===== config.mk =====
export PLATFORM = sky130hd
export DESIGN_NAME = mem_arbiter_flat
export DESIGN_NICKNAME = d
export VERILOG_FILES = /design/src/rtl/mem_arbiter_if.sv /design/src/rtl/mem_arbiter.sv /design/src/flat_wrapper.sv
export SDC_FILE = /design/constraint.sdc
export NUM_CORES = 1
export LEC_CHECK = 0
export CAP_MARGIN = 20
export CORE_MARGIN = 1.5
export CORE_UTILIZATION = 44
export CTS_CLUSTER_DIAMETER = 120
export DETAILED_ROUTE_END_ITERATION = 8
export HOLD_SLACK_MARGIN = 0.08
export PLACE_DENSITY = 0.95
export SYNTH_ARGS = -nofsm -noshare
export SYNTH_HDL_FRONTEND = slang
export SYNTH_SLANG_ARGS = --single-unit

===== constraint.sdc =====
create_clock -name CLK -period 6.6 [get_ports CLK]
set_clock_uncertainty 0.05 [all_clocks]
set_input_delay 0.99 -clock CLK [delete_from_list [all_inputs] [get_ports CLK]]
set_output_delay 0.99 -clock CLK [all_outputs]
set_load 0.05 [all_outputs]

===== src/rtl/mem_arbiter_if.sv =====
// Processor-side request/response and RAM-side strobe bundle
// shared by the memory arbiter and its environment.
interface mem_arbiter_if;
  logic        halt;
  logic        iREN;
  logic [31:0] iaddr;
  logic        iwait;
  logic [31:0] iload;
  logic        dREN;
  logic        dWEN;
  logic [31:0] daddr;
  logic [31:0] dstore;
  logic        dwait;
  logic [31:0] dload;
  logic        ramREN;
  logic        ramWEN;
  logic [31:0] ramaddr;
  logic [31:0] ramstore;
  logic [31:0] ramload;
  logic        ram_rdy;

  modport slave (
    input  halt, iREN, iaddr,
    input  dREN, dWEN, daddr, dstore,
    input  ramload, ram_rdy,
    output iwait, iload, dwait, dload,
    output ramREN, ramWEN, ramaddr, ramstore
  );

  modport master (
    output halt, iREN, iaddr,
    output dREN, dWEN, daddr, dstore,
    output ramload, ram_rdy,
    input  iwait, iload, dwait, dload,
    input  ramREN, ramWEN, ramaddr, ramstore
  );
endinterface


===== src/rtl/mem_arbiter.sv =====
// Single-port RAM arbiter: data-first priority with a bounded
// data streak so pending fetches are not starved.
module mem_arbiter #(
  parameter int unsigned MAX_DSTREAK = 4
) (
  input logic         CLK,
  input logic         RST,
  mem_arbiter_if.slave bus
);
  typedef enum logic [1:0] {
    IDLE,
    GNT_I,
    GNT_D,
    RESP
  } state_t;

  state_t      state;
  logic        owner_d;
  logic [3:0]  dstreak;
  logic [31:0] addr_q;
  logic [31:0] store_q;
  logic        ren_q;
  logic        wen_q;
  logic [31:0] iload_q;
  logic [31:0] dload_q;

  logic dreq;
  logic d_first;
  logic resp_i;
  logic resp_d;

  assign dreq    = bus.dREN | bus.dWEN;
  assign d_first = dstreak < 4'(MAX_DSTREAK)
                 || !bus.iREN || bus.halt;
  assign resp_i  = (state == RESP) && !owner_d;
  assign resp_d  = (state == RESP) && owner_d;

  assign bus.iwait    = bus.iREN & ~resp_i;
  assign bus.dwait    = dreq & ~resp_d;
  assign bus.iload    = iload_q;
  assign bus.dload    = dload_q;
  assign bus.ramREN   = ren_q;
  assign bus.ramWEN   = wen_q;
  assign bus.ramaddr  = addr_q;
  assign bus.ramstore = store_q;

  always_ff @(posedge CLK or posedge RST) begin
    if (RST) begin
      state   <= IDLE;
      owner_d <= 1'b0;
      dstreak <= '0;
      addr_q  <= '0;
      store_q <= '0;
      ren_q   <= 1'b0;
      wen_q   <= 1'b0;
      iload_q <= '0;
      dload_q <= '0;
    end else begin
      unique case (state)
        IDLE: begin
          if (dreq && d_first) begin
            state   <= GNT_D;
            owner_d <= 1'b1;
            addr_q  <= bus.daddr;
            store_q <= bus.dstore;
            // a simultaneous read+write request is served as a write
            ren_q   <= ~bus.dWEN;
            wen_q   <= bus.dWEN;
            if (!bus.iREN)
              dstreak <= '0;
            else if (dstreak != 4'hF)
              dstreak <= dstreak + 4'd1;
          end else if (bus.iREN && !bus.halt) begin
            state   <= GNT_I;
            owner_d <= 1'b0;
            addr_q  <= bus.iaddr;
            store_q <= '0;
            ren_q   <= 1'b1;
            wen_q   <= 1'b0;
            dstreak <= '0;
          end
        end
        GNT_I, GNT_D: begin
          if (bus.ram_rdy) begin
            state <= RESP;
            ren_q <= 1'b0;
            wen_q <= 1'b0;
            if (!owner_d)
              iload_q <= bus.ramload;
            else if (!wen_q)
              dload_q <= bus.ramload;
          end
        end
        RESP: state <= IDLE;
        default: state <= IDLE;
      endcase
    end
  end
endmodule


===== src/flat_wrapper.sv =====
// flat-port wrapper written by rule: the top's interface ports become plain ports
module mem_arbiter_flat 
#(
  parameter int unsigned MAX_DSTREAK = 4
)
  (CLK, RST, bus_halt, bus_iREN, bus_iaddr, bus_dREN, bus_dWEN, bus_daddr, bus_dstore, bus_ramload, bus_ram_rdy, bus_iwait, bus_iload, bus_dwait, bus_dload, bus_ramREN, bus_ramWEN, bus_ramaddr, bus_ramstore);
  mem_arbiter_if bus_i ();
  input logic CLK;
  input logic RST;
  input wire logic [$bits(bus_i.halt)-1:0] bus_halt;
  input wire logic [$bits(bus_i.iREN)-1:0] bus_iREN;
  input wire logic [$bits(bus_i.iaddr)-1:0] bus_iaddr;
  input wire logic [$bits(bus_i.dREN)-1:0] bus_dREN;
  input wire logic [$bits(bus_i.dWEN)-1:0] bus_dWEN;
  input wire logic [$bits(bus_i.daddr)-1:0] bus_daddr;
  input wire logic [$bits(bus_i.dstore)-1:0] bus_dstore;
  input wire logic [$bits(bus_i.ramload)-1:0] bus_ramload;
  input wire logic [$bits(bus_i.ram_rdy)-1:0] bus_ram_rdy;
  output wire logic [$bits(bus_i.iwait)-1:0] bus_iwait;
  output wire logic [$bits(bus_i.iload)-1:0] bus_iload;
  output wire logic [$bits(bus_i.dwait)-1:0] bus_dwait;
  output wire logic [$bits(bus_i.dload)-1:0] bus_dload;
  output wire logic [$bits(bus_i.ramREN)-1:0] bus_ramREN;
  output wire logic [$bits(bus_i.ramWEN)-1:0] bus_ramWEN;
  output wire logic [$bits(bus_i.ramaddr)-1:0] bus_ramaddr;
  output wire logic [$bits(bus_i.ramstore)-1:0] bus_ramstore;
  assign bus_i.halt = bus_halt;
  assign bus_i.iREN = bus_iREN;
  assign bus_i.iaddr = bus_iaddr;
  assign bus_i.dREN = bus_dREN;
  assign bus_i.dWEN = bus_dWEN;
  assign bus_i.daddr = bus_daddr;
  assign bus_i.dstore = bus_dstore;
  assign bus_i.ramload = bus_ramload;
  assign bus_i.ram_rdy = bus_ram_rdy;
  assign bus_iwait = bus_i.iwait;
  assign bus_iload = bus_i.iload;
  assign bus_dwait = bus_i.dwait;
  assign bus_dload = bus_i.dload;
  assign bus_ramREN = bus_i.ramREN;
  assign bus_ramWEN = bus_i.ramWEN;
  assign bus_ramaddr = bus_i.ramaddr;
  assign bus_ramstore = bus_i.ramstore;
  mem_arbiter #(.MAX_DSTREAK(MAX_DSTREAK)) u_core (.CLK(CLK), .RST(RST), .bus(bus_i));
endmodule

=== Word level (Yosys, flattened, before mapping) ===
Cells that the tools add are included.

* Flip-flop bits (word level): 137
* Input bits: 135
* Word-level logic and storage cells: 65

* Add/subtract/negate cells: 1
* Order comparisons: 1
* Equal/unequal tests: 7
* Mux-type cells: 20
* Bitwise logic cells: 8
* Reductions and logical operators: 19

{| class="wikitable"
|+ Operators by type and width
! operator !! number
|-
| two-way mux 32 bit || 4
|-
| two-way mux 4 bit || 4
|-
| AND reduction 3 bit || 3
|-
| two-way mux 1 bit || 6
|-
| two-way mux 2 bit || 3
|-
| case mux 2 bit (3 select lines) || 1
|-
| NOT 1 bit || 5
|-
| adder 4 x 1 -> 4 bit, second input constant || 1
|-
| equality test 2 bit, second input constant || 2
|-
| logical AND 1 bit || 4
|-
| less-than comparator 4 x 3 -> 1 bit, second input constant || 1
|-
| inequality test 4 bit, second input constant || 1
|-
| case mux 1 bit (2 select lines) || 2
|-
| AND reduction 2 bit || 2
|-
| AND reduction 4 bit || 1
|-
| nonzero test 2 bit || 2
|-
| logical NOT 1 bit || 3
|-
| inequality test 3 x 1 -> 1 bit, second input constant || 1
|-
| inequality test 3 bit, second input constant || 1
|-
| bitwise AND 1 bit || 2
|-
| equality test 2 x 1 -> 1 bit, second input constant || 1
|-
| logical NOT 2 bit || 1
|-
| logical OR 1 bit || 2
|-
| inequality test 2 bit, second input constant || 1
|-
| 2 further kinds || 2
|}

=== Logic depth before layout (Yosys ltp) ===
* Word-level depth: 6
* Depth in mapped cells: 9
* Gate-level depth less buffers: 6

=== Worst setup path before layout ===
Ideal clock, no wire load.

* Path type: in2out
* Start point: input port bus_iREN
* End point: output port bus_iwait
* Arrival: 2.129 ns
* Required time: 5.560 ns
* Slack: 3.431 ns
* Stages: 1
* Path through: a21boi_0

* Cells in the longest elaborated chain, start to end: 1

{| class="wikitable"
|+ Ends and longest elaborated chain
! what !! RTL line !! RTL
|-
| start, declared || flat_wrapper.sv:11 || <nowiki>input wire logic [$bits(bus_i.iREN)-1:0] bus_iREN;</nowiki>
|-
| bitwise AND 1 bit || mem_arbiter.sv:38 || <nowiki>assign bus.iwait = bus.iREN & ~resp_i;</nowiki>
|-
| end, declared || flat_wrapper.sv:19 || <nowiki>output wire logic [$bits(bus_i.iwait)-1:0] bus_iwait;</nowiki>
|}

Every way passes these cells.

=== Worst setup path in the final report ===
* Start point: input port bus_dWEN
* End point: output port bus_dwait

* Cells in the longest elaborated chain, start to end: 2

{| class="wikitable"
|+ Ends and longest elaborated chain
! what !! RTL line !! RTL
|-
| start, declared || flat_wrapper.sv:14 || <nowiki>input wire logic [$bits(bus_i.dWEN)-1:0] bus_dWEN;</nowiki>
|-
| bitwise OR 1 bit || mem_arbiter.sv:32 || <nowiki>assign dreq = bus.dREN | bus.dWEN;</nowiki>
|-
| bitwise AND 1 bit || mem_arbiter.sv:39 || <nowiki>assign bus.dwait = dreq & ~resp_d;</nowiki>
|-
| end, declared || flat_wrapper.sv:21 || <nowiki>output wire logic [$bits(bus_i.dwait)-1:0] bus_dwait;</nowiki>
|}

Every way passes these cells.

==> metrics.md <==
| Metric | Value |
|---|---|
| Max Transition Viols Final | `0` |
| Leakage Power | `3.82 nW` |
| Die Y | `116 um` |
| Antenna diode instance count | `0` |
| Sequential share of power | `0.269` |
| Root buffer selected by CTS | `clkbuf_16` |
| Overflow after GRT | `0` |
| Mapped Nets | `549` |
| Clock Sinks | `roughly 140` |
| R2R setup slack | `4.36 ns` |
| Number of nets in the layout | `about 800` |
| Crit path max-delay family | `buffers and inverters` |
| RSZ-0062 raised after global routing | `no` |
| Final design area excluding fillers | `8920 sq um` |
| # placed instances | `824` |
| Clock Latency Late Sink | `0.40 ns` |
| First-pass iteration count of the detailed router | `5` |
| Fraction of registers with async set or reset after synthesis | `1.00` |
| Sequential Area | `3430 sq um` |
| Internal power contribution | `2.97 mW` |
| Share of layout cells above drive strength 1 | `0.157` |
| Compound-gate portion of the synthesized area | `0.105` |
| Final hold violation count | `0` |
| Worst path slowest cell | `clkdlybuf4s50_1` |
| Number of routed nets with antenna violations | `0` |
| Most frequent CP cell | `clkdlybuf4s50_1` |
| Final Cycle Share | `0.566` |
| Worst path required time | `5.56 ns` |
| Post-route minimum period | `around 3.7 ns` |
| Io pins | `267` |
| Vias in the first global route | `4497` |
| Routed Wire Length | `15500 um` |
| Area inside the core boundary | `around 12000 sq um` |
| Dominant combinational cell family by area after synthesis | `multiplexers` |
| Number of fillers in the final layout | `790` |
| Total number of yosys warnings | `0` |
| Filler-free cell count of the finished design | `857` |
| Floorplan die width | `116 um` |
| Met3 wirelength from detailed routing | `around 1200 um` |
| Largest net degree at the start of global routing | `between 90 and 100` |
| Arrival time at the worst endpoint | `~2.7 ns` |
| TritonCTS Buffers | `17` |
| Synthesized netlist cell count | `between 400 and 500` |
| Met2 Routed Length | `8180 um` |
| Final number of setup-violating endpoints | `0` |
| Crit-path cells | `clkdlybuf4s50_1 -> nor2_2 -> a21oi_1 -> clkdlybuf4s50_1` |
| Global Route Usage Sum | `0.232` |
| Post-Synthesis Cell Area | `5590 sq um` |
| Count of buffer and inverter cells on the critical path | `2` |
| Max capacitance violation total | `0` |
| EDFF count, synth | `0` |
| Switching power | `2.68 mW` |
| Total power density per cell area | `around 630 nW/um^2` |
| Die Area | `about 13000 sq um` |
| Most used flip-flop cell after synthesis | `dfrtp_1` |
| Placement Cell Area | `8330 sq um` |
| Highest metal layer used by the detailed router | `met4` |
| Detailed-route wire length on metal 1 | `5780 um` |
| Overall via count from detail_route | `4378` |
| VDD IR max | `298 uV` |
| Category of the most critical setup path | `in2out` |
| Initial Util | `0.458` |
| Maximum number of buffers from clock root to sink | `2` |
| Combinational power share | `0.574` |
| Iteration-0 DRC count of the detailed router | `212` |
| Pin slew with the least headroom to its limit | `0.859 ns` |
| Cells resized by post-CTS repair | `0` |
| Sequential fraction of the synthesis area | `0.613` |
| Category of the worst setup path launch point | `input pin` |
| Flop and latch count out of synthesis | `137` |
| # hold bufs at CTS | `0` |
| CTS tree | `built` |
| Area share of xor/xnor cells in the synthesized design | `0` |
| Detailed-placement wirelength estimate | `11600 um` |
| Area occupied by multi-input gates | `1960 sq um` |
| Average footprint of a synthesized cell | `13.7 sq um` |
| Worst slew margin relative to its limit | `0.427` |
| Final estimated routing congestion in global placement | `0.787` |
| Fmax | `268 MHz` |
| Worst setup EP type | `output port` |
| DRC violations left | `0` |
| Clock slew at reported path FFs | `about 0.060 ns` |
| Share of cell area taken by muxes after synthesis | `0.188` |
| Switching portion of total power | `0.475` |
| Number of antenna violations at the first check in global routing | `0` |
| Status | `completed` |
| Wirelength per Cell | `18.1 um` |
| Hold Crit Class | `reg2reg` |
| Input/output buffers | `266` |
| H-Tree Depth | `4` |
| Vias/cell | `slightly above 5` |
| Crit-path max cell delay | `roughly 0.8 ns` |
| Wire length of the first global-routing pass | `23500 um` |
| Share of synthesized cell area in and, or, nand and nor gates | `0.0454` |
| Clock power share | `0.157` |
| Number of unique standard cell types used by synthesis | `37` |
| Area added between synthesis and finish | `59.6%` |
| Sum of negative setup slack | `0 ns` |
| Adder-cell share of the synthesized area | `0.0112` |
| Crit-path max FO | `5` |
| Number of rows created at floorplan | `40` |
| Share of the core filled with cells in the final layout | `0.731` |
| Post-CTS Setup Inserts | `0` |
-- layout by cell type (no fill, tap or decap), types with 2 or more instances in the layout --
master and instances:
o21ai_1 22, clkinvlp_4 2, clkdlybuf4s50_1 266, mux2_2 64
a22o_1 32, clkinv_2 4, clkinv_4 2, nand2_1 35
and3_1 2, mux2i_1 33, inv_6 5, o21ai_0 11
buf_4 5, nand3_1 2, a21boi_0 2, clkbuf_16 17
o22ai_1 2, ha_1 5, nor2_1 6, a2bb2oi_1 2
o21a_1 2, dfrtp_1 137, inv_1 6, a21oi_1 6
-- path summary, 6_finish.rpt --
| kind | from | to | depth (start not counted) |
|---|---|---|---|
| min in group asynchronous | RST | u_core.bus.iload[24]$_DFFE_PP0P_ | 2 |
| setup reg to reg | u_core.state[0]$_DFFE_PP0P_ | u_core.bus.ramaddr[16]$_DFFE_PP0P_ | 6 |
| max in group asynchronous | RST | u_core.bus.ramstore[18]$_DFFE_PP0P_ | 4 |
| hold / removal | u_core.bus.ramaddr[19]$_DFFE_PP0P_ | u_core.bus.ramaddr[19]$_DFFE_PP0P_ | 2 |
| setup / recovery | bus_dWEN | bus_dwait | 4 |
| hold reg to reg | u_core.bus.ramaddr[19]$_DFFE_PP0P_ | u_core.bus.ramaddr[19]$_DFFE_PP0P_ | 2 |
-- cell type report --
type | instances | area share
Timing Repair Buffer | 272 | 0.306
Clock buffer | 19 | 0.0496
Inverter | 7 | 0.00351
Multi-Input combinational cell | 241 | 0.220
Clock inverter | 13 | 0.0132
Tap cell | 168 | 0.0236
Sequential cell | 137 | 0.384
-- kinds of logic (layout without fill, tap and decap cells) --
group | Yosys count | count (layout)
DFF | 137 | 137
muxes | 97 | 97
adders and majority gates | 5 | 5
and+or+nand+nor | 54 | 54
AOI/OAI and AO/OA | 85 | 85
buffers and inverters | 31 | 311
-- state kept, by name (all words and copies together) (netlist names) --
| signal | flops |
|---|---|
| u_core.bus.ramREN | 1 |
| u_core.bus.dload | 32 |
| u_core.bus.iload | 32 |
| u_core.state | 2 |
| u_core.owner_d | 1 |
| u_core.dstreak | 4 |
| u_core.bus.ramWEN | 1 |
| u_core.bus.ramstore | 32 |
| u_core.bus.ramaddr | 32 |
-- worst register-to-register path, delay by kind of cell (launching register included) --
kind            cells  cell delay, ns
flops               1            0.40
compound gates      2            0.46
fa+ha+maj           1            0.23
buf+inv             3            0.93
-- through the flow --
step	setup slack (ns)	power, mW	hold slack [ns]
2_1_floorplan	1.89	3.66	0.420
3_3_place_gp	2.90	4.65	0.415
3_5_place_dp	2.88	4.77	0.421
4_1_cts	2.87	5.68	0.434
5_1_grt	2.82	5.89	0.456
6_report	2.87	5.65	0.427
-- power groups by stage --
stage / Clock, mW / Sequential [mW] / Combinational, mW
6_report: 0.889 / 1.52 / 3.24
2_1_floorplan: 0 / 2.86 / 0.801
4_1_cts: 0.902 / 1.52 / 3.26
3_3_place_gp: 0 / 1.48 / 3.17
5_1_grt: 0.945 / 1.56 / 3.39
3_5_place_dp: 0 / 1.52 / 3.25
-- routing by layer --
layer / GRT usage / up-vias
met5: 0 / -
li1: - / 2006
met1: 0.255 / 2134
met4: 0.0984 / 0
met2: 0.420 / 204
met3: 0.0664 / 34
-- synthesized netlist by cell type (2+ instances only) --
library cell | number | area, sq um
o21ai_1 | 22 | 110
clkbuf_1 | 2 | 7.51
nor2_1 | 6 | 22.5
a2bb2oi_1 | 2 | 17.5
a21oi_1 | 6 | 30.0
inv_1 | 7 | 26.3
mux2_2 | 64 | 721
ha_1 | 5 | 62.6
nand2_1 | 35 | 131
o22ai_1 | 2 | 12.5
buf_6 | 5 | 56.3
a22o_1 | 32 | 280
o21a_1 | 2 | 15.0
a21boi_0 | 2 | 15.0
buf_8 | 2 | 30.0
and3_1 | 2 | 12.5
nand3_1 | 2 | 10.0
mux2i_1 | 33 | 330
buf_2 | 11 | 55.1
o21ai_0 | 11 | 55.1
buf_4 | 4 | 30.0
dfrtp_1 | 137 | 3430
No activity file was read; power rests on OpenSTA's default activity.
